**src/rtl/uart_cmd_decoder_pkg.sv**
```systemverilog
// Shared types and constants for the UART command decoder.
package uart_cmd_decoder_pkg;

  // Decoder FSM states.
  typedef enum logic [2:0] {
    StIdle  = 3'd0,
    StAddr  = 3'd1,
    StLen   = 3'd2,
    StData  = 3'd3,
    StIssue = 3'd4,
    StNext  = 3'd5
  } state_e;

  // Default command bytes.
  localparam logic [7:0] CmdWriteDef = 8'h57;  // 'W'
  localparam logic [7:0] CmdFillDef  = 8'h46;  // 'F'

  // Index of the final byte of each multi-byte field.
  localparam logic [1:0] AddrLastIdx = 2'd2;
  localparam logic [1:0] LenLastIdx  = 2'd1;
  localparam logic [1:0] DataLastIdx = 2'd1;

  // Shift a received byte into the low end of a 16-bit MSB-first field.
  function automatic logic [15:0] shift_in16(input logic [15:0] cur, input logic [7:0] b);
    return {cur[7:0], b};
  endfunction

endpackage

```
**src/rtl/uart_cmd_decoder_rx_byte_strobe.sv**
```systemverilog
// Turns the UART "data available" level into a single-cycle byte strobe plus captured byte.
module uart_cmd_decoder_rx_byte_strobe (
  input  logic       i_clk,
  input  logic       i_rst,
  input  logic       i_valid,
  input  logic [7:0] i_data,
  output logic       o_stb,
  output logic [7:0] o_byte
);

  logic       r_valid;
  logic       r_valid_prev;
  logic       r_stb;
  logic [7:0] r_byte;
  logic       w_rise;

  // One strobe per rising edge, however long the level stays high.
  assign w_rise = r_valid & ~r_valid_prev;

  // Register the level, detect its rise, then capture the byte on the following cycle.
  always_ff @(posedge i_clk) begin
    if (i_rst) begin
      r_valid      <= 1'b0;
      r_valid_prev <= 1'b0;
      r_stb        <= 1'b0;
      r_byte       <= 8'h00;
    end else begin
      r_valid      <= i_valid;
      r_valid_prev <= r_valid;
      r_stb        <= w_rise;
      if (w_rise) begin
        r_byte <= i_data;
      end
    end
  end

  assign o_stb  = r_stb;
  assign o_byte = r_byte;

endmodule

```
**src/rtl/uart_cmd_decoder.sv**
```systemverilog
// Decodes 'W' (single write) and 'F' (block fill) host packets into 16-bit memory word writes.
module uart_cmd_decoder
  import uart_cmd_decoder_pkg::*;
#(
  parameter int unsigned ADDR_W         = 23,
  parameter int unsigned TIMEOUT_CYCLES = 50_000_000,
  parameter logic [7:0]  CMD_WRITE      = CmdWriteDef,
  parameter logic [7:0]  CMD_FILL       = CmdFillDef
) (
  input  logic              CLK,
  input  logic              RST,
  input  logic              ValidData,
  input  logic [7:0]        ReceivedData,
  output logic              MemReq,
  output logic [ADDR_W-1:0] MemAddr,
  output logic [15:0]       MemData,
  input  logic              MemAck,
  output logic              Busy,
  output logic              CmdDone,
  output logic              ErrUnknown,
  output logic              ErrTimeout,
  output logic              ErrOverrun
);

  localparam int unsigned TmoW = $clog2(TIMEOUT_CYCLES + 1);
  localparam logic [TmoW-1:0] TmoLast = TmoW'(TIMEOUT_CYCLES - 1);

  logic              w_byte_stb;
  logic [7:0]        w_byte;

  state_e            r_state,   w_state_nxt;
  logic              r_fill,    w_fill_nxt;
  logic [1:0]        r_idx,     w_idx_nxt;
  logic [ADDR_W-1:0] r_addr,    w_addr_nxt;
  logic [15:0]       r_len,     w_len_nxt;
  logic [15:0]       r_data,    w_data_nxt;
  logic [15:0]       r_rem,     w_rem_nxt;
  logic [TmoW-1:0]   r_tmo,     w_tmo_nxt;
  logic              r_done,    w_done_nxt;
  logic              r_err_unk, w_err_unk_nxt;
  logic              r_err_tmo, w_err_tmo_nxt;
  logic              r_err_ovr, w_err_ovr_nxt;
  logic              w_collect;
  logic              w_tmo_hit;

  uart_cmd_decoder_rx_byte_strobe u_rx_byte_strobe (
    .i_clk  (CLK),
    .i_rst  (RST),
    .i_valid(ValidData),
    .i_data (ReceivedData),
    .o_stb  (w_byte_stb),
    .o_byte (w_byte)
  );

  // Only the packet-collecting states run the inter-byte timer.
  assign w_collect = (r_state == StAddr) || (r_state == StLen) || (r_state == StData);
  assign w_tmo_hit = (r_tmo == TmoLast);

  // Next-state, field shifters, write sequencing and pulse generation.
  always_comb begin
    w_state_nxt   = r_state;
    w_fill_nxt    = r_fill;
    w_idx_nxt     = r_idx;
    w_addr_nxt    = r_addr;
    w_len_nxt     = r_len;
    w_data_nxt    = r_data;
    w_rem_nxt     = r_rem;
    w_done_nxt    = 1'b0;
    w_err_unk_nxt = 1'b0;
    w_err_tmo_nxt = 1'b0;
    w_err_ovr_nxt = 1'b0;
    // A byte strobe always clears the timer, even when it coincides with expiry.
    w_tmo_nxt     = '0;
    if (w_collect && !w_byte_stb) begin
      w_tmo_nxt = r_tmo + TmoW'(1);
    end

    case (r_state)
      StIdle: begin
        if (w_byte_stb) begin
          if ((w_byte == CMD_WRITE) || (w_byte == CMD_FILL)) begin
            w_fill_nxt  = (w_byte == CMD_FILL);
            w_idx_nxt   = '0;
            w_state_nxt = StAddr;
          end else begin
            w_err_unk_nxt = 1'b1;
          end
        end
      end
      StAddr: begin
        if (w_byte_stb) begin
          // Bits above ADDR_W fall off the top of the shifter.
          w_addr_nxt = ADDR_W'({r_addr, w_byte});
          w_idx_nxt  = r_idx + 2'd1;
          if (r_idx == AddrLastIdx) begin
            w_idx_nxt   = '0;
            w_state_nxt = r_fill ? StLen : StData;
          end
        end else if (w_tmo_hit) begin
          w_err_tmo_nxt = 1'b1;
          w_state_nxt   = StIdle;
        end
      end
      StLen: begin
        if (w_byte_stb) begin
          w_len_nxt = shift_in16(r_len, w_byte);
          w_idx_nxt = r_idx + 2'd1;
          if (r_idx == LenLastIdx) begin
            w_idx_nxt   = '0;
            w_state_nxt = StData;
          end
        end else if (w_tmo_hit) begin
          w_err_tmo_nxt = 1'b1;
          w_state_nxt   = StIdle;
        end
      end
      StData: begin
        if (w_byte_stb) begin
          w_data_nxt = shift_in16(r_data, w_byte);
          w_idx_nxt  = r_idx + 2'd1;
          if (r_idx == DataLastIdx) begin
            w_idx_nxt = '0;
            if (r_fill && (r_len == 16'd0)) begin
              w_done_nxt  = 1'b1;
              w_state_nxt = StIdle;
            end else begin
              w_rem_nxt   = r_len;
              w_state_nxt = StIssue;
            end
          end
        end else if (w_tmo_hit) begin
          w_err_tmo_nxt = 1'b1;
          w_state_nxt   = StIdle;
        end
      end
      StIssue: begin
        w_err_ovr_nxt = w_byte_stb;
        if (MemAck) begin
          if (r_fill) begin
            w_state_nxt = StNext;
          end else begin
            w_done_nxt  = 1'b1;
            w_state_nxt = StIdle;
          end
        end
      end
      StNext: begin
        w_err_ovr_nxt = w_byte_stb;
        w_addr_nxt    = r_addr + ADDR_W'(1);
        w_rem_nxt     = r_rem - 16'd1;
        if (r_rem == 16'd1) begin
          w_done_nxt  = 1'b1;
          w_state_nxt = StIdle;
        end else begin
          w_state_nxt = StIssue;
        end
      end
      default: begin
        w_state_nxt = StIdle;
      end
    endcase
  end

  // State and datapath registers; reset abandons any packet without pulses.
  always_ff @(posedge CLK) begin
    if (RST) begin
      r_state   <= StIdle;
      r_fill    <= 1'b0;
      r_idx     <= '0;
      r_addr    <= '0;
      r_len     <= '0;
      r_data    <= '0;
      r_rem     <= '0;
      r_tmo     <= '0;
      r_done    <= 1'b0;
      r_err_unk <= 1'b0;
      r_err_tmo <= 1'b0;
      r_err_ovr <= 1'b0;
    end else begin
      r_state   <= w_state_nxt;
      r_fill    <= w_fill_nxt;
      r_idx     <= w_idx_nxt;
      r_addr    <= w_addr_nxt;
      r_len     <= w_len_nxt;
      r_data    <= w_data_nxt;
      r_rem     <= w_rem_nxt;
      r_tmo     <= w_tmo_nxt;
      r_done    <= w_done_nxt;
      r_err_unk <= w_err_unk_nxt;
      r_err_tmo <= w_err_tmo_nxt;
      r_err_ovr <= w_err_ovr_nxt;
    end
  end

  assign MemReq     = (r_state == StIssue);
  assign MemAddr    = r_addr;
  assign MemData    = r_data;
  assign Busy       = (r_state != StIdle);
  assign CmdDone    = r_done;
  assign ErrUnknown = r_err_unk;
  assign ErrTimeout = r_err_tmo;
  assign ErrOverrun = r_err_ovr;

endmodule
```
**config.mk**
```make
export PLATFORM = sky130hd
export DESIGN_NAME = uart_cmd_decoder
export DESIGN_NICKNAME = d
export VERILOG_FILES = /design/src/rtl/uart_cmd_decoder_pkg.sv /design/src/rtl/uart_cmd_decoder_rx_byte_strobe.sv /design/src/rtl/uart_cmd_decoder.sv
export SDC_FILE = /design/constraint.sdc
export NUM_CORES = 1
export LEC_CHECK = 0
export ABC_AREA = 1
export BUFFER_PORTS_ARGS = -buffer_cell sky130_fd_sc_hd__buf_2
export CAP_MARGIN = 20
export CORE_MARGIN = 1.5
export CORE_UTILIZATION = 46
export CTS_CLUSTER_SIZE = 8
export DETAILED_ROUTE_END_ITERATION = 12
export PLACE_DENSITY = 0.63
export SLEW_MARGIN = 25
export SYNTH_ARGS = -nofsm -noshare
export SYNTH_HDL_FRONTEND = slang
export SYNTH_SLANG_ARGS = --single-unit
```
**constraint.sdc**
```tcl
create_clock -name CLK -period 2.95 [get_ports CLK]
set_input_delay 0.59 -clock CLK [delete_from_list [all_inputs] [get_ports CLK]]
set_output_delay 0.59 -clock CLK [all_outputs]
set_load 0.03 [all_outputs]
```
Yosys cells after proc, flatten, opt, wreduce, memory -nomap -nowiden
Index checks and enable logic that the tools add are counted.
W data, S select, Z words.
{ "word_totals": {"register_bits": 118, "out_inout_bits": 45} }
{ "op_classes": {"add_sub_neg": 4, "n_eq_ne": 22, "muxes": 37, "bitwise_logic": 7, "reduce_logical": 26} }
{ "ops": {"columns": ["operator", "count"], "rows": [
  ["$mux W16", 3],
  ["$pmux W23 S2", 1],
  ["$mux W3", 13],
  ["$pmux W16 S2", 1],
  ["$add A26 B1 Y26 const B", 1],
  ["$eq A26 B26 Y1 const B", 1],
  ["$add A23 B1 Y23 const B", 1],
  ["$mux W23", 1],
  ["$pmux W3 S6", 1],
  ["$eq A16 B1 Y1 const B", 1],
  ["$eq A8 B7 Y1 const B", 2],
  ["$logic_not A16 Y1", 1],
  ["$sub A16 B1 Y16 const B", 1],
  ["$mux W2", 6],
  ["$ne A2 B1 Y1 const B", 6],
  ["$mux W1", 9],
  ["$ne A3 B3 Y1 const B", 3],
  ["$reduce_or A3 Y1", 3],
  ["$reduce_or A2 Y1", 4],
  ["$eq A3 B2 Y1 const B", 2],
  ["$eq A3 B3 Y1 const B", 2],
  ["$not A1 Y1", 6],
  ["$pmux W2 S3", 1],
  ["$reduce_and A2 Y1", 3],
  ["other kinds (17)", 23]
]} }

Longest topological paths before layout
Gate-level depths: netlist of run 1.
{ "depth": {"ltp_word": 6, "mapped_depth": 12, "mapped_depth_nobuf": 12} }

By module
A second synthesis of run 1 with hierarchy kept.
{ "hier_totals": {"cells_unflattened": 946, "area_unflattened_um2": 6174.7} }
{ "by_module_without_submodules": {"columns": ["mod", "instances", "cells_each", "area_each_um2", "seq_area_each_um2"], "rows": [
  ["uart_cmd_decoder", 1, 886, 5744.3, 2142.1],
  ["uart_cmd_decoder_rx_byte_strobe", 1, 60, 430.4, 220.2]
]} }

Worst setup path before layout of run 1
Ideal clock, no wire load.
{ "synth_path": {"path_type": "reg2reg", "startpoint": "register r_addr[1] (netlist: MemAddr[1])", "endpoint": "register r_addr[22] (netlist: MemAddr[22])", "setup_ps": 132, "arrival_ps": 1682, "required_time_ps": 2818, "path_slack_ps": 1135, "stages_incl_launch_ff": 11, "n_path_buf": 0, "synth_period_minus_slack_ps": 1815, "path_cell_list": "dfxtp_1 ha_1 nand2_1 nor2_2 nand2_1 nor3_2 nand2_1 nand2_1 nand3_1 nand2_1 a21oi_1"} }
{ "synth_via": {"elab_chain_cells": 2} }
{ "synth_rtl": {"columns": ["item", "line", "rtl"], "rows": [
  ["start: declaration", "uart_cmd_decoder.sv:34", "logic [ADDR_W-1:0] r_addr, w_addr_nxt;"],
  ["start signal: assignment", "uart_cmd_decoder.sv:183", "r_addr <= w_addr_nxt;"],
  ["$add A23 B1 Y23", "uart_cmd_decoder.sv:149", "w_addr_nxt = r_addr + ADDR_W'(1);"],
  ["$pmux W23 S2", "uart_cmd_decoder.sv:78", "case (r_state)"]
]} }
No other way between the ends.
A chain may end at the register's enable or synchronous reset.

Worst setup path in the final report of run 1
{ "layout_path": {"startpoint": "register r_state[1]", "endpoint": "register r_rem[2]"} }
{ "layout_via": {"elab_chain_cells": 3} }
{ "layout_rtl": {"columns": ["item", "line", "rtl"], "rows": [
  ["start: declaration", "uart_cmd_decoder.sv:31", "state_e r_state, w_state_nxt;"],
  ["start signal: assignment", "uart_cmd_decoder.sv:167", "r_state <= StIdle;"],
  ["start signal: assignment", "uart_cmd_decoder.sv:180", "r_state <= w_state_nxt;"],
  ["$eq A3 B2 Y1 or $eq A3 B3 Y1 (tied branches)", "uart_cmd_decoder.sv:78", null],
  ["$ne A2 B1 Y1 (no line) (tied with other cells)", null, null],
  ["$reduce_and A4 Y1 (no line)", null, null],
  ["end signal: assignment", "uart_cmd_decoder.sv:186", "r_rem <= w_rem_nxt;"],
  ["end: declaration", "uart_cmd_decoder.sv:37", "logic [15:0] r_rem, w_rem_nxt;"]
]} }
Several ways; a longest one is shown, not always the timed one.

==> summary.txt, run 1 <==
Setup path
  – Crit path arrival time: 2420 ps
  – WP buf/inv: 3
  – Delay-heaviest family, CP: simple AND/OR/NAND/NOR gates
  – FF-to-FF path depth: 8
  – Max FO, Critical Path: 39
  – Setup crit start kind: register
  – WP depth: 8
  – Cell mode on critical path: inv_2
  – CP peak stage delay: between 400 and 500 ps
  – CP Class: register to register
  – CP Data Required Time: 3240 ps
  – Crit end category: register
  – Slowest cell on crit path: nor2_8
  – Crit-path cells: inv_2 -> nand2_2 -> nor2_8 -> inv_2 -> nand2_2 -> inv_2 -> nand2_1 -> a21oi_1

STA
  – Final setup margin: slightly above 800 ps
  – Worst Skew: just under 6 ps
  – Hold Slack: around 380 ps
  – Final cycle utilization of the critical path: 0.722
  – Max Clk Rate: approximately 0.47 GHz
  – Final Max Slew Viols: 0
  – Fin crit period: between 2000 and 2500 ps
  – RSZ-0062 raised after global routing: false
  – Setup_tns: 0 ps
  – Count of final hold-check violations: 0
  – Least-Margin Pin Slew: roughly 800 ps
  – Slew margin rel.: 0.476
  – Final setup viols: 0

Global route
  – GRT Util Overall: 0.229
  – Largest net degree at the start of global routing: 40
  – Antenna violations before repair: 0
  – First-pass GRT wire length: about 26000 µm
  – GRT overflow: 0
  – Number of global-route vias before repair: about 5400

Clocking
  – CTS root buf: clkbuf_16
  – CTS Buffer Depth: 2
  – # hold bufs at CTS: 0
  – # Post-CTS Setup Buffers: 0
  – H-Tree Depth: 4
  – Post_cts resized: 0
  – CTS Buf Count: 17
  – Worst-path clk slew: 60 ps
  – Worst-Skew Late Latency: approximately 420 ps
  – Clock sink total: roughly 120
  – CTS tree: built

Final layout
  – P&R area growth vs syn: 16.8%
  – Share of cells above drive strength 1: 0.138
  – Fillers: 1270
  – Ant. Diodes: 0
  – Final nets: 984

Place
  – Post-placement setup slack: just over 800 ps
  – GP Congestion: between 0.8 and 0.9
  – Port buffer count: 56
  – Final HPWL DP: around 11000 µm

Drt
  – Drt total wl: about 16000 µm
  – # DRC: 0
  – DR vias: approximately 6000
  – Final antenna-violating net count: 0
  – Drt pass-1 iters: 5
  – Drt first-iter violations: between 400 and 500
  – Routed wire per std cell: 13.8 µm
  – Vias/cell: a little over 5

Floorplanning
  – FP Rows: around 40
  – I/O pin count: 57
  – Full die area: between 10000 and 15000 µm²
  – Die Wd: ~120 µm
  – Core region area: around 13000 µm²
  – Die Span Y: 118 µm
  – Initial Util: 0.477

Synth
  – Mapped Avg Cell Area: roughly 6.7 µm²
  – Cell Area, Synth: just over 6000 µm²
  – Net Count, Synth: 934
  – Synth unique cells: 42
  – Post-synth EDFFs: 0
  – Synth Flop Type: dfxtp_1
  – Ys async rst share: 0
  – Syn Inst Count: ~900
  – Yosys warns: 0
  – Seq/Total Area, Yosys: 0.386
  – FF+latch count, synth: between 100 and 150

Pwr
  – PwrDens: between 500 and 600 nW/µm²
  – Maximum VDD drop: 0.365 mV
  – Leakage: 0.00286 µW

Min path
  – Hold Crit Depth: 3
  – Hold Path Class: primary input to register

Status
  – Status: finished, final reports clean

Job
  – Number of max-cap violations: 0
## final timing paths
check / startpoint / endpoint / slack, ps
setup / recovery: r_state[1]$_SDFFE_PP0P_ / r_rem[2]$_SDFFE_PP0P_ / 820
hold / removal: ValidData / u_rx_byte_strobe.r_valid$_SDFF_PP0_ / 380
setup reg to reg: r_state[1]$_SDFFE_PP0P_ / r_rem[2]$_SDFFE_PP0P_ / 820
hold reg to reg: u_rx_byte_strobe.r_valid$_SDFF_PP0_ / u_rx_byte_strobe.r_valid_prev$_SDFF_PP0_ / 440
## report_power, final
part           internal, µW  switching, µW  total (µW)
logic                  20.7           49.3        69.9
clock network          1470            788        2260
registers              1600           10.5        1610
total                  3090            848        3940
## through the flow
stage                     std cells  power, µW  cell area, µm²  utilization
final                          1153       3940            7150        0.558
after CTS                      1153       3970            7150        0.558
after global routing           1153       4030            7150        0.558
after floorplan                 918       1690            6120            -
after detailed placement       1121       1720            6500        0.507
after global placement         1121       1720            6500        0.507
## routing by layer
layer	part of all wire	wire length, µm	global-route usage
met2	0.44	7030	0.356
met1	0.49	7840	0.313
met3	0.051	804	0.0507
met4	0.015	237	0.0762
met5	0	0	0
## registers in the layout (all words and copies together) (netlist names), 2 cells and up
signal	cells
r_len	16
r_rem	16
MemAddr	23
MemData	16
r_idx	2
u_rx_byte_strobe.o_byte	8
r_state	3
r_tmo	26
## logic make-up after synthesis
kind of cell / share of synthesized area
and+or+nand+nor: 0.337
AOI/OAI and AO/OA: 0.162
buffers and inverters: 0.0934
DFF: 0.386
xor gates and xnor gates: 0.0129
adders and majority gates: 0.00818
## layout by cell type, fill, tap and decap left out, types with 4 or more instances in the layout
| master | n |
|---|---|
| nand3_1 | 49 |
| clkinvlp_4 | 4 |
| nand3b_1 | 6 |
| nor2_1 | 134 |
| o21ai_0 | 81 |
| buf_4 | 6 |
| xor2_1 | 8 |
| ha_1 | 4 |
| clkbuf_16 | 17 |
| nor2_4 | 4 |
| a21oi_1 | 80 |
| nand2_2 | 5 |
| inv_2 | 8 |
| buf_2 | 56 |
| o21ai_1 | 10 |
| dfxtp_1 | 118 |
| bufinv_16 | 4 |
| nand4_1 | 21 |
| a31oi_1 | 6 |
| nor3_1 | 19 |
| nor2_2 | 10 |
| inv_1 | 101 |
| nand2_1 | 187 |
## Yosys cell counts, types with 2 or more instances
cell type	n	area (µm²)
nand3_2	3	30.0
o221ai_1	2	17.5
buf_2	5	25.0
inv_1	101	379
clkbuf_1	17	63.8
inv_2	8	30.0
nor3_4	2	32.5
o211ai_1	3	22.5
buf_1	3	11.3
o21ai_0	81	405
a31oi_1	6	37.5
nor2_2	10	62.6
nor3_1	19	95.1
nand4_1	21	131
o21ai_1	10	50.1
o21a_1	3	22.5
or2_2	2	12.5
buf_6	3	33.8
nand3b_1	6	45.0
a211oi_1	2	15.0
nor4_1	3	18.8
ha_1	4	50.1
nor3_2	3	30.0
nand2_2	5	31.3
a21oi_1	80	400
nor2_4	4	45.0
nor3b_2	2	25.0
nor3b_1	3	22.5
nand3_1	49	245
nor2_1	134	503
nand2_1	187	702
buf_4	3	22.5
dfxtp_1	118	2360
xor2_1	8	70.1
## worst register-to-register path: cells and delay by family, from the launching register on
kind / cells / cell delay (ps)
AOI/OAI and AO/OA: 1 / 60
buffers and inverters: 3 / 680
DFF: 1 / 370
and+or+nand+nor: 4 / 880
## layout make-up
| class | instances | area [µm²] | area share |
|---|---|---|---|
| Clock buffer | 19 | 453 | 0.0633 |
| Clock inverter | 13 | 194 | 0.0271 |
| Inverter | 110 | 415 | 0.0581 |
| Multi-Input combinational cell | 659 | 3190 | 0.446 |
| Sequential cell | 118 | 2360 | 0.330 |
| Tap cell | 172 | 215 | 0.0301 |
| Timing Repair Buffer | 62 | 325 | 0.0455 |
Note: power is estimated with default switching activity, not from simulation.
==> inputs of run 2 (changes only) <==
- PLACE_DENSITY: 0.63 -> 0.66
- clock period: 2.95 -> 1.7 ns (I/O delays scaled with it)
==> run 2 against run 1 <==
Effect of this change:
- first-iteration DRC count is 2.4% lower
- critical path depth fell by 3
- sequential share of layout area decreased by 1.9 points
- utilization grew 3.7 points
- clock-buffer cell count increased by 4
- via count grew 4.0%
- global-route usage grew 0.76 points
- clock skew up 1.1 ps
- die area stayed put
==> summary.txt, run 2 (synthesized netlist as in run 1, its figures left out) <==
STA
  – Fin crit period: between 1500 and 2000 ps
  – Final setup margin: 40.0 ps
  – Count of final hold-check violations: 0
  – Worst Skew: approximately 7.0 ps
  – RSZ-0062 raised after global routing: true
  – Setup_tns: 0 ps
  – Final cycle utilization of the critical path: 0.976
  – Least-Margin Pin Slew: ~360 ps
  – Final setup viols: 0
  – Max Clk Rate: between 0.6 and 0.7 GHz
  – Hold Slack: 127 ps
  – Slew margin rel.: 0.757
  – Final Max Slew Viols: 0

Setup path
  – CP Data Required Time: ~1400 ps
  – Setup crit start kind: register
  – CP Class: register to output pin
  – Crit path arrival time: 1320 ps
  – Crit end category: output pin
  – Max FO, Critical Path: 7

Final layout
  – Commonest non-fill, non-tap cells in the layout: nand2_1 (182), nor2_1 (129), dfxtp_1 (109)
  – Max reg flops: 26
  – Final std cells w/o fill: 1196
  – FF/Latch Area: ~2400 µm²
  – Top reg by flops: r_tmo
  – Commonest non-fill, non-tap cell in the layout: nand2_1
  – Final nets: 1027
  – Multi-input logic area: 3300 µm²
  – Fillers: between 1000 and 1500
  – Ant. Diodes: 0
  – P&R area growth vs syn: 24.6%
  – Finished layout cell area: 7620 µm²
  – Share of cells above drive strength 1: 0.197

Place
  – GP Congestion: between 0.9 and 1
  – Dpl cells: approximately 1200
  – DP Area: slightly below 7000 µm²
  – Port buffer count: 56
  – Post-placement setup slack: 45.4 ps
  – Final HPWL DP: 11400 µm

Floorplanning
  – Initial Util: 0.477
  – Core region area: approximately 13000 µm²
  – I/O pin count: 57
  – FP Rows: 41
  – Die Wd: between 100 and 150 µm
  – Die Span Y: 118 µm
  – Full die area: 14000 µm²

Drt
  – Drt first-iter violations: 440
  – Drt total wl: 16800 µm
  – DR vias: ~6200
  – Drt pass-1 iters: 5
  – Vias/cell: approximately 5.2
  – Routed wire per std cell: 14.0 µm
  – # DRC: 0
  – Final antenna-violating net count: 0

Min path
  – Hold Path Class: primary input to register

Job
  – Number of max-cap violations: 0

Pwr
  – P_sw: 1400 µW
  – Combinational share of power: 0.021
  – PwrDens: approximately 900 nW/µm²
  – Seq pwr share: 0.412
  – Leakage: roughly 0.0032 µW
  – Maximum VDD drop: 0.712 mV
  – Power Internal: ~5400 µW
  – Clock group share of total power: 0.567
  – Sw frac: 0.206

Clocking
  – H-Tree Depth: 4
  – CTS Buffer Depth: 2
  – Clock sink total: 118
  – CTS root buf: clkbuf_16
  – # hold bufs at CTS: 0
  – Worst-Skew Late Latency: roughly 430 ps
  – CTS Buf Count: 17
  – CTS tree: built
  – Worst-path clk slew: ~50 ps

Global route
  – Antenna violations before repair: 0
  – First-pass GRT wire length: about 27000 µm
  – GRT overflow: 0
  – Number of global-route vias before repair: about 5500
  – Largest net degree at the start of global routing: 37
  – GRT Util Overall: 0.237

Status
  – Status: finished, final reports clean
==> run 2: cell types whose count changed in the layout (fill, tap and decap cells not counted), moves of 4 or more <==
cell      delta
nor2_1       -5
dfxtp_2      +8
dfxtp_1      -9
clkinv_2     +4
nand2_1      -5
buf_4       +42
==> run 2: power groups by stage <==
stage / registers [µW] / logic (µW) / clock network [µW]
finish: 2800 / 144 / 3840
global route: 2790 / 158 / 3990
CTS: 2800 / 144 / 3880
detailed placement: 2860 / 143 / 0
global placement: 2860 / 142 / 0
floorplan: 2850 / 78.6 / 0
==> run 2: critical path, stage by stage (launching register included) <==
cell     delay [ps]
dfxtp_2         410
inv_4            60
nand2_4         100
nor2_4           40
buf_4           130
buf_4           160
==> run 2: layout make-up <==
type,count,area share
clock buffers,23,0.0627
flip-flops and latches,118,0.312
well taps,172,0.0282
clock inverters,9,0.0194
inverters,110,0.0551
multi-input cells,659,0.432
repair buffers,105,0.0906
==> run 2: timing repair <==
| item | CTS | global route |
|---|---|---|
| setup endpoints to repair | 2 | 14 |
| pin swaps | 1 | 6 |
| resized for setup | 9 | 30 |
| hold endpoints to repair | 0 | 0 |
| buffers inserted | 1 | 5 |
==> run 2: metal layers <==
metal,wire length [µm],up-vias,GRT usage,share of wire
met5,0,-,0,0
met4,218,0,0.0846,0.013
met3,752,19,0.0473,0.045
met2,7660,144,0.365,0.46
met1,8160,2878,0.327,0.49
li1,-,3191,-,-
==> run 2: through the flow <==
stage,utilization,power [µW]
final,0.595,6780
after global routing,0.595,6940
after CTS,0.583,6820
after detailed placement,0.532,3000
after global placement,0.532,3000
after floorplan,-,2930
==> run 2: path summary, 6_finish.rpt <==
check / start / end / slack (ps) / cells after the start
max: r_state[1]$_SDFFE_PP0P_ / MemReq / 40 / 5
min: ValidData / u_rx_byte_strobe.r_valid$_SDFF_PP0_ / 130 / 3
max reg2reg: r_tmo[0]$_SDFF_PP0_ / r_tmo[22]$_SDFF_PP0_ / 110 / 11
min reg2reg: u_rx_byte_strobe.r_valid$_SDFF_PP0_ / u_rx_byte_strobe.r_valid_prev$_SDFF_PP0_ / 440 / 2
==> inputs of run 3 (changes only) <==
- CORE_UTILIZATION: 46 -> 54
- CTS_CLUSTER_DIAMETER: unset -> 120
- GPL_ROUTABILITY_DRIVEN: unset -> 0
- PLACE_DENSITY: 0.66 -> 0.75
==> run 3 against run 2 <==
Effect of this change:
- worst setup slack improved by 6.8 ps
- final cell count fell by 2.8%
- critical endpoint is now Busy
- first-iteration DRC count rose by 8.2%
- utilization rose by 9.8 points
==> summary.txt, run 3 (synthesized netlist as in run 1, its figures left out) <==
Status
  – Status: finished, final reports clean

Pwr
  – Power Internal: between 5000 and 6000 µW
  – P_sw: around 1400 µW
  – Maximum VDD drop: ~0.65 mV
  – Combinational share of power: 0.019
  – Clock group share of total power: 0.569
  – Sw frac: 0.207
  – Leakage: between 0.003 and 0.004 µW
  – PwrDens: 898 nW/µm²
  – Seq pwr share: 0.412

Final layout
  – Ant. Diodes: 0
  – Top reg by flops: r_tmo
  – Share of cells above drive strength 1: 0.203
  – Finished layout cell area: 7580 µm²
  – Max reg flops: 26
  – Commonest non-fill, non-tap cell in the layout: nand2_1
  – Final nets: a little over 1000
  – Commonest non-fill, non-tap cells in the layout: nand2_1 (182), nor2_1 (127), dfxtp_1 (108)
  – P&R area growth vs syn: 23.8%

Global route
  – GRT Util Overall: 0.277
  – First-pass GRT wire length: around 26000 µm
  – Antenna violations before repair: 0
  – GRT overflow: 0
  – Number of global-route vias before repair: around 5500
  – Largest net degree at the start of global routing: 36

Drt
  – Routed wire per std cell: ~14 µm
  – Drt first-iter violations: roughly 480
  – DR vias: 6215
  – # DRC: 0
  – Drt pass-1 iters: 7
  – Final antenna-violating net count: 0
  – Drt total wl: between 15000 and 20000 µm
  – Vias/cell: between 5 and 6

Floorplanning
  – FP Rows: 38
  – Initial Util: 0.560
  – Core region area: ~11000 µm²
  – Full die area: between 10000 and 15000 µm²
  – Die Wd: 109 µm
  – Die Span Y: ~110 µm
  – I/O pin count: 57

Clocking
  – CTS Buf Count: 17
  – Clock sink total: about 120
  – CTS Buffer Depth: 2
  – Worst-Skew Late Latency: about 420 ps
  – H-Tree Depth: 4
  – Worst-path clk slew: about 50 ps
  – CTS tree: built
  – CTS root buf: clkbuf_16
  – # hold bufs at CTS: 0

STA
  – Hold Slack: 138 ps
  – Final setup viols: 0
  – Worst Skew: 7.43 ps
  – RSZ-0062 raised after global routing: true
  – Max Clk Rate: approximately 0.60 GHz
  – Final Max Slew Viols: 0
  – Count of final hold-check violations: 0
  – Fin crit period: 1650 ps
  – Final cycle utilization of the critical path: 0.972
  – Least-Margin Pin Slew: between 400 and 500 ps
  – Slew margin rel.: 0.671

Setup path
  – Worst r2r src: r_tmo[0]$_SDFF_PP0_
  – Crit end category: output pin
  – CP startpoint: r_state[1]$_SDFFE_PP0P_
  – Max FO, Critical Path: 7
  – Register-to-register setup slack: around 110 ps
  – Crit path arrival time: 1310 ps
  – Reg-to-Reg End: r_tmo[24]$_SDFF_PP0_
  – CP Capture Point: Busy
  – CP Data Required Time: 1360 ps
  – CP Class: register to output pin
  – FF-to-FF path depth: 10
  – Setup crit start kind: register

Place
  – DP Area: between 6000 and 7000 µm²
  – Port buffer count: 56
  – Final HPWL DP: 11200 µm

Job
  – Number of max-cap violations: 0

Min path
  – Hold Path Class: primary input to register
==> run 3: critical path, stage by stage (launching register included) <==
cell and delay, ps:
dfxtp_2 360, inv_4 90, nand2_4 70, nor2_4 120
inv_1 80, buf_4 170
==> run 3: power by group through the flow <==
| stage | Combinational [µW] | Sequential, µW | Clock, µW |
|---|---|---|---|
| 2_1_floorplan | 78.6 | 2850 | 0 |
| 3_3_place_gp | 125 | 2860 | 0 |
| 3_5_place_dp | 126 | 2860 | 0 |
| 4_1_cts | 127 | 2800 | 3900 |
| 5_1_grt | 143 | 2800 | 4020 |
| 6_report | 128 | 2800 | 3870 |
==> run 3: what timing repair did <==
action,4_1_cts,5_1_grt
setup buffers,2,5
setup endpoints to repair,4,23
pin swaps,1,7
resized for setup,8,33
==> run 3: final cells by class <==
cell class	count	area, µm²
Timing Repair Buffer	104	671
Tap cell	140	175
Fill cell	962	3360
Sequential cell	118	2380
Clock inverter	11	171
Clock buffer	21	470
Inverter	110	418
Multi-Input combinational cell	659	3290
==> run 3: how the worst min path moves through the flow <==
stage | startpoint | to | slack [ps] | cells after the start
3_3_place_gp | u_rx_byte_strobe.r_valid$_SDFF_PP0_ | u_rx_byte_strobe.r_valid_prev$_SDFF_PP0_ | 420 | 2
3_5_place_dp | u_rx_byte_strobe.r_valid$_SDFF_PP0_ | u_rx_byte_strobe.r_valid_prev$_SDFF_PP0_ | 430 | 2
2_1_floorplan | u_rx_byte_strobe.r_valid$_SDFF_PP0_ | u_rx_byte_strobe.r_valid_prev$_SDFF_PP0_ | 410 | 2
5_1_grt | ValidData | u_rx_byte_strobe.r_valid$_SDFF_PP0_ | 160 | 3
6_report | ValidData | u_rx_byte_strobe.r_valid$_SDFF_PP0_ | 140 | 3
4_1_cts | ValidData | u_rx_byte_strobe.r_valid$_SDFF_PP0_ | 130 | 3
==> run 3: routing by layer <==
metal / vias up / track usage / share of wire
li1: 3187 / - / -
met3: 27 / 0.0599 / 0.065
met1: 2781 / 0.374 / 0.46
met5: - / 0 / 0
met2: 220 / 0.433 / 0.46
met4: 0 / 0.104 / 0.017
==> run 3: metrics by stage <==
step / worst slack [ps] / total power [µW] / util / cells / setup TNS [ps]
final: 46.8 / 6800 / 0.693 / 1163 / 0
after global routing: -45.9 / 6960 / 0.693 / 1163 / -121
after CTS: -5.86 / 6830 / 0.680 / 1158 / -5.86
after detailed placement: 34.5 / 2990 / 0.618 / 1124 / 0
after global placement: 104 / 2980 / 0.618 / 1124 / 0
after floorplan: 35.2 / 2930 / - / 918 / 0
